===== src/rtl/pdm_cic_decim.sv =====
// Multi-channel 3rd-order CIC decimator: 1-bit PDM in, channel-multiplexed PCM out.
// Build option CIC_WARMUP_SUPPRESS_EN hides the first three frames after reset.
module pdm_cic_decim #(
  parameter int NUM_MICS   = 9,
  parameter int DEC_FACTOR = 64,
  parameter int OUT_WIDTH  = 19
) (
  input  logic                 clk,
  input  logic                 reset,
  input  logic                 pdm_en,
  input  logic [NUM_MICS-1:0]  pdm,
  output logic [OUT_WIDTH-1:0] out_data,
  output logic [3:0]           out_channel,
  output logic                 out_valid,
  input  logic                 out_ready,
  output logic                 out_startofpacket,
  output logic                 out_endofpacket,
  output logic [7:0]           overrun_count
);
  localparam int CW = $clog2(DEC_FACTOR);

  typedef logic [OUT_WIDTH-1:0] word_t;
  typedef enum logic [1:0] {S_IDLE, S_LOAD, S_SEND} state_t;

  word_t r_i1 [NUM_MICS];
  word_t r_i2 [NUM_MICS];
  word_t r_i3 [NUM_MICS];
  word_t r_snap [NUM_MICS];
  word_t r_d1 [NUM_MICS];
  word_t r_d2 [NUM_MICS];
  word_t r_d3 [NUM_MICS];
  word_t w_i1n [NUM_MICS];
  word_t w_i2n [NUM_MICS];
  word_t w_i3n [NUM_MICS];

  logic [CW-1:0] r_dec_cnt;
  state_t        r_state;
  logic [3:0]    r_ch;

  word_t w_s, w_c1, w_c2, w_c3;
  logic  w_tick, w_last, w_hs, w_accept, w_ovr, w_emit;

  always_comb begin
    for (int i = 0; i < NUM_MICS; i++) begin
      w_i1n[i] = r_i1[i] + {{(OUT_WIDTH-1){1'b0}}, pdm[i]};
      w_i2n[i] = r_i2[i] + w_i1n[i];
      w_i3n[i] = r_i3[i] + w_i2n[i];
    end
  end

  // Time-shared comb stage for the channel currently in LOAD
  assign w_s  = r_snap[r_ch];
  assign w_c1 = w_s - r_d1[r_ch];
  assign w_c2 = w_c1 - r_d2[r_ch];
  assign w_c3 = w_c2 - r_d3[r_ch];

  assign w_tick = pdm_en && (&r_dec_cnt);
  assign w_last = (r_ch == 4'(NUM_MICS-1));
  assign w_hs   = (r_state == S_SEND) && out_ready;
  // A tick landing on the final handshake starts the next frame directly
  assign w_accept = w_tick && ((r_state == S_IDLE) || (w_hs && w_last));

`ifdef CIC_WARMUP_SUPPRESS_EN
  logic [1:0] r_warm;
  assign w_emit = (r_warm == 2'd3);
  assign w_ovr  = w_tick && !w_accept && w_emit;
`else
  assign w_emit = 1'b1;
  assign w_ovr  = w_tick && !w_accept;
`endif

  always_ff @(posedge clk) begin
    if (reset) begin
      for (int i = 0; i < NUM_MICS; i++) begin
        r_i1[i]   <= '0;
        r_i2[i]   <= '0;
        r_i3[i]   <= '0;
        r_snap[i] <= '0;
        r_d1[i]   <= '0;
        r_d2[i]   <= '0;
        r_d3[i]   <= '0;
      end
      r_dec_cnt         <= '0;
      r_state           <= S_IDLE;
      r_ch              <= '0;
      out_data          <= '0;
      out_channel       <= '0;
      out_valid         <= 1'b0;
      out_startofpacket <= 1'b0;
      out_endofpacket   <= 1'b0;
      overrun_count     <= '0;
`ifdef CIC_WARMUP_SUPPRESS_EN
      r_warm            <= '0;
`endif
    end else begin
      if (pdm_en) begin
        r_dec_cnt <= r_dec_cnt + CW'(1);
        for (int i = 0; i < NUM_MICS; i++) begin
          r_i1[i] <= w_i1n[i];
          r_i2[i] <= w_i2n[i];
          r_i3[i] <= w_i3n[i];
        end
      end
      if (w_accept) begin
        for (int i = 0; i < NUM_MICS; i++)
          r_snap[i] <= w_i3n[i];
      end
      if (w_ovr && overrun_count != 8'hFF)
        overrun_count <= overrun_count + 8'd1;

      unique case (r_state)
        S_IDLE: begin
          if (w_accept) begin
            r_state <= S_LOAD;
            r_ch    <= '0;
          end
        end
        S_LOAD: begin
          r_d1[r_ch]        <= w_s;
          r_d2[r_ch]        <= w_c1;
          r_d3[r_ch]        <= w_c2;
          out_data          <= w_c3;
          out_channel       <= r_ch;
          out_startofpacket <= (r_ch == 4'd0);
          out_endofpacket   <= w_last;
          if (w_emit) begin
            out_valid <= 1'b1;
            r_state   <= S_SEND;
          end else if (w_last) begin
            r_state <= S_IDLE;
`ifdef CIC_WARMUP_SUPPRESS_EN
            r_warm  <= r_warm + 2'd1;
`endif
          end else begin
            r_ch <= r_ch + 4'd1;
          end
        end
        S_SEND: begin
          if (out_ready) begin
            out_valid <= 1'b0;
            if (!w_last) begin
              r_ch    <= r_ch + 4'd1;
              r_state <= S_LOAD;
            end else if (w_accept) begin
              r_ch    <= '0;
              r_state <= S_LOAD;
            end else begin
              r_state <= S_IDLE;
            end
          end
        end
        default: r_state <= S_IDLE;
      endcase
    end
  end

endmodule


===== config.mk =====
export PLATFORM = sky130hd
export DESIGN_NAME = pdm_cic_decim
export DESIGN_NICKNAME = d
export VERILOG_FILES = /design/src/rtl/pdm_cic_decim.sv
export SDC_FILE = /design/constraint.sdc
export NUM_CORES = 2
export LEC_CHECK = 0
export CORE_ASPECT_RATIO = 1.25
export CORE_MARGIN = 1.5
export CORE_UTILIZATION = 30
export CTS_CLUSTER_SIZE = 8
export DETAILED_ROUTE_END_ITERATION = 7
export HOLD_SLACK_MARGIN = 0.06
export SYNTH_ARGS = -nofsm -noshare
export SYNTH_HDL_FRONTEND = slang
export SYNTH_SLANG_ARGS = --single-unit
export TNS_END_PERCENT = 50

===== constraint.sdc =====
create_clock -name clk -period 10.1 [get_ports clk]
set_clock_uncertainty 0.2 [all_clocks]
set_input_delay 2.02 -clock clk [delete_from_list [all_inputs] [get_ports clk]]
set_output_delay 2.02 -clock clk [all_outputs]
set_load 0.05 [all_outputs]

## After elaboration in Yosys (flattened, before gate mapping)

Memories as Yosys holds them, arrays and structs flattened. A register that Yosys moved wholly into a read port is not among the register bits.
Cells that the tools add are included.

| cells by class | value |
|---|---|
| $add $sub $neg | 33 |
| $mul | 0 |
| divide/modulo/power cells | 0 |
| magnitude comparators | 0 |
| eq/ne operators | 6 |
| shifts and indexed selects | 0 |
| mux-type cells | 75 |
| bitwise operators | 36 |
| reductions and logical operators | 19 |

Operator list:

| operator | count |
|---|---|
| two-way mux 19 bit | 39 |
| adder 19 bit | 18 |
| adder 19 x 1 -> 19 bit | 9 |
| OR reduction 19 bit | 3 |
| subtractor 19 bit | 3 |
| two-way mux 4 bit | 14 |
| bitwise OR 1 bit | 36 |
| two-way mux 1 bit | 17 |
| adder 8 x 1 -> 8 bit, second input constant | 1 |
| inequality test 8 bit, second input constant | 1 |
| one-hot mux 4 bit (2 select lines) | 1 |
| adder 6 x 1 -> 6 bit, second input constant | 1 |
| logical AND 1 bit | 6 |
| one-hot mux 2 bit (3 select lines) | 1 |
| AND reduction 2 bit | 3 |
| AND reduction 6 bit | 1 |
| adder 4 x 1 -> 4 bit, second input constant | 1 |
| == test 4 bit, second input constant | 1 |
| zero test 4 bit | 1 |
| two-way mux 2 bit | 2 |
| inequality test 2 bit, second input constant | 2 |
| nonzero test 2 bit | 2 |
| == test 2 x 1 -> 1 bit, second input constant | 1 |
| == test 2 bit, second input constant | 1 |
| other kinds (4) | 4 |

| storage, ports and cells | value |
|---|---|
| flip-flop bits (word level) | 46 |
| bits in latches | 0 |
| memory bits (writable) | 1197 |
| memory bits (read-only) | 0 |
| input bits | 13 |
| output and inout bits | 34 |
| word-level logic and storage cells | 185 |
| memories | 7 |

Memories:

| name | words | width | rd ports | clocked after memory_dff | write ports | RTL line | text |
|---|---|---|---|---|---|---|---|
| r_d1 | 9 | 19 | 1 | 1 | 9 | 29 | `word_t r_d1 [NUM_MICS];` |
| r_d2 | 9 | 19 | 1 | 1 | 9 | 30 | `word_t r_d2 [NUM_MICS];` |
| r_d3 | 9 | 19 | 1 | 1 | 9 | 31 | `word_t r_d3 [NUM_MICS];` |
| r_i1 | 9 | 19 | 9 | 0 | 9 | 25 | `word_t r_i1 [NUM_MICS];` |
| r_i2 | 9 | 19 | 9 | 0 | 9 | 26 | `word_t r_i2 [NUM_MICS];` |
| r_i3 | 9 | 19 | 9 | 0 | 9 | 27 | `word_t r_i3 [NUM_MICS];` |
| +1 memories | n/a | n/a | n/a | n/a | n/a | n/a |  |

## Logic depth before layout (Yosys ltp)

| depth | value |
|---|---|
| word-level depth | 11 |
| gate-level depth with buffers | 41 |
| gate-level depth less buffers | 33 |

## Least setup slack after synthesis

No wires, ideal clock.

| path | value |
|---|---|
| path type | input-to-reg |
| start point | in reset |
| end point | mem r_i1[0][0] (netlist name), enable pin |
| setup time | 0.668 ns |
| data arrival time | 8.541 ns |
| required time | 9.232 ns |
| path slack | 0.691 ns |
| stages | 3 |
| buffers on the path | 2 |
| path through | buf_2 > clkbuf_1 > or2_2 |

RTL lines:

| element | RTL line | text |
|---|---|---|
| start: declaration | 9 | `input logic reset,` |
| end: declaration | 25 |  |

==> results_dict.tcl <==
set metrics [dict create \
    antenna_found_initial 3 \
    synth_edf_count 1596 \
    synth.area.top_cells "edfxtp_1, mux4_2, ha_1, nor2_1, xnor2_1" \
    cp.required_ns 10.70 \
    cts_buffer_depth 3 \
    crit_path_start_kind "register" \
    dr.pass1.iters 5 \
    track_usage 0.143 \
    slowest_stage "dfxtp_4" \
    routedWlPerCell_um 19.8 \
    h-tree-depth 4 \
    netlist_instances 6413 \
    relSlewSlack 0.255 \
    endpoint_kind "register" \
    yosysSeqAreaShare 0.584 \
    cp.arrival_ns 9.90 \
    num_rows 216 \
    place_hpwl_mm 127 \
    p_leak_nw 35.7 \
    syn_avg_cell_area_um2 13.1 \
    syn-cell-area_mm2 0.0838 \
    synth_most_common_cell "edfxtp_1" \
    syn-num-nets 6846 \
    final_area_mm2 0.0950 \
    cts_tree "done" \
    cts_made_buffers 224 \
    final_net_count 6963 \
    gp_congestion 0.818 \
    hold_path_class "reg2reg" \
    cp_common_cell "ha_1" \
    die_x_um 476 \
    slowest_delay_ns 0.68 \
    yosysTopAreaCell "edfxtp_1" \
    drive_above_1_share 0.109 \
    design.die.area_mm2 0.282 \
    synth_cell_types 86 \
    finalCritPeriodShare 0.921 \
    post-route-drc-count 0 \
    dr_wl_met2_mm 106 \
    reg2regPathDepth 28 \
    fmax_mhz 108 \
    tightest_slew_ns 1.11 \
    totalWireLength_mm 204 \
    yosys_warnings 0 \
    clkLatencyLatePin_ns 0.89 \
    rsz0062_at_grt "no" \
    top_layer "met4" \
    areaGrowthSynthToFinish_pct 13.5 \
    vias_per_cell 4.96 \
    die_y_um 594 \
    synth_common_cells "edfxtp_1, nor2_1, ha_1" \
    clock_sinks 1646 \
    num_vias 51200 \
    finalCriticalPeriod_ns 9.30 \
    setup_viol 0 \
    async_reset_ff_frac 0 \
    ys.flop_type "edfxtp_1" \
    port_buffers 46 \
    dp_slack_ns 0.651 \
    whs_path_depth 2 \
    slew_violations 0 \
    detail-route-antenna-nets 0 \
    route.met3.wl_mm 10.3 \
    clk_pin_slew_worst_paths_ns 0.05 \
    grt_start_max_net_pins 216 \
    worst_slack_ns 0.801 \
    dr.first_iter.drc_count 4025 \
    pin_count 47 \
    cap_violations 0 \
    path_max_fanout 26 \
    ir_worst_vdd_uv 159 \
    worstSetupPathType "reg2reg" \
    holdBufCountCts 0 \
    status "finished clean" \
    fin_tns_setup_ns 0 \
    reg2reg_slack_ns 0.80 \
    grt_pass1_vias 53000 \
    grt_pass1_wl_mm 314 \
    initial_core_util 0.302 \
    p_per_area_mw_per_mm2 197 \
    core_area_mm2 0.277 \
    overflow 0 \
    timing_hold_violations_final 0 \
    ys_ff_latch 1646 \
    wl_met1_mm 82.8 \
    place_area_mm2 0.0888 \
    cts_root_buf "clkbuf_16" \
    yosysTopAreaCellShare 0.572 \
]
==> layout by cell type, fill, tap and decap left out, types with 13 or more instances in the layout <==
cell type,count
and3_1,71
o21bai_1,64
buf_4,89
mux4_2,303
nand2b_1,45
nor4_1,13
or2_2,16
xnor2_1,276
nor2b_1,39
a21oi_1,274
a21o_1,101
fa_1,21
xor2_1,197
or3_1,19
nand2_1,206
dfxtp_1,46
ha_1,399
o21a_1,34
and2_1,348
clkbuf_1,68
clkbuf_16,227
clkdlybuf4s50_1,45
mux2i_1,39
o31ai_1,25
edfxtp_1,1596
a211oi_1,31
a31oi_1,28
nor2_1,1077
o21ai_0,149
nand3_1,123
nor3_1,83
inv_1,267
mux4_1,18
nand4_1,36
==> worst paths after layout <==
check                 end   startpoint
min           out_data[6]  out_data[6]
min reg2reg   out_data[6]  out_data[6]
max reg2reg  out_data[18]     register
max          out_data[18]     register
==> power by group <==
| part | internal [mW] | total [mW] | switching, mW |
|---|---|---|---|
| sequential | 8.01 | 8.15 | 0.144 |
| combinational | 1.35 | 3.65 | 2.30 |
| clock | 4.04 | 6.92 | 2.88 |
| total | 13.4 | 18.7 | 5.32 |
==> sequential cells by signal (all words and copies together), names as in the netlist, named ones only <==
register / count
out_valid: 1
out_startofpacket: 1
r_d1: 304
overrun_count: 8
r_dec_cnt: 6
r_state: 2
r_d2: 304
out_channel: 4
r_i3: 171
r_i1: 171
r_snap: 171
out_data: 19
r_d3: 304
r_ch: 4
r_i2: 171
out_endofpacket: 1
==> critical path: cells and delay by family, from the launching register on <==
kind | cells | cell delay [ns]
compound gates | 10 | 1.95
xor+xnor | 3 | 1.57
fa+ha+maj | 4 | 1.41
buf+inv | 4 | 1.33
simple gates | 5 | 1.05
mux | 2 | 1.02
flops | 1 | 0.68
==> kinds of logic after synthesis <==
kind of cell             Yosys count  share of synthesized area
AO/OA/AOI/OAI                    831                     0.0636
XOR/XNOR                         476                     0.0503
adder cells (fa/ha/maj)          421                     0.0647
buffers and inverters            521                     0.0248
flip-flops                      1646                      0.584
multiplexers                     361                     0.0919
AND/OR/NAND/NOR                 2157                      0.121
==> what timing repair did <==
item | CTS | global route
endpoints found under the setup margin | 0 | 1
hold endpoints to repair | 0 | 0
resized for setup | 0 | 2
setup buffers | 0 | 0
==> area by class of cell <==
| type | instances | area [um2] |
|---|---|---|
| Multi-Input combinational cell | 4246 | 32900 |
| Inverter | 270 | 1020 |
| Clock inverter | 16 | 333 |
| Fill cell | 26900 | 182000 |
| Sequential cell | 1646 | 48900 |
| Tap cell | 3706 | 4640 |
| Timing Repair Buffer | 142 | 1260 |
| Antenna cell | 1 | 2.50 |
| Clock buffer | 295 | 5940 |
==> stage by stage <==
| stage | utilization | std cells | power [mW] | hold slack, ns |
|---|---|---|---|---|
| 6_report | 0.343 | 10300 | 18.7 | 0.248 |
| 5_1_grt | 0.343 | 10300 | 19.5 | 0.263 |
| 4_1_cts | 0.343 | 10300 | 18.9 | 0.249 |
| 3_5_place_dp | 0.320 | 10000 | 11.9 | 0.241 |
| 3_3_place_gp | 0.320 | 10000 | 11.8 | 0.240 |
| 2_1_floorplan | - | 6413 | 10.9 | 0.254 |
==> routing by layer <==
layer	GRT usage	vias to the layer above
met3	0.0224	320
met1	0.173	25700
met5	0	-
met4	0.0457	0
met2	0.256	1294
li1	-	23800
Power figures use the tool's default switching activity.
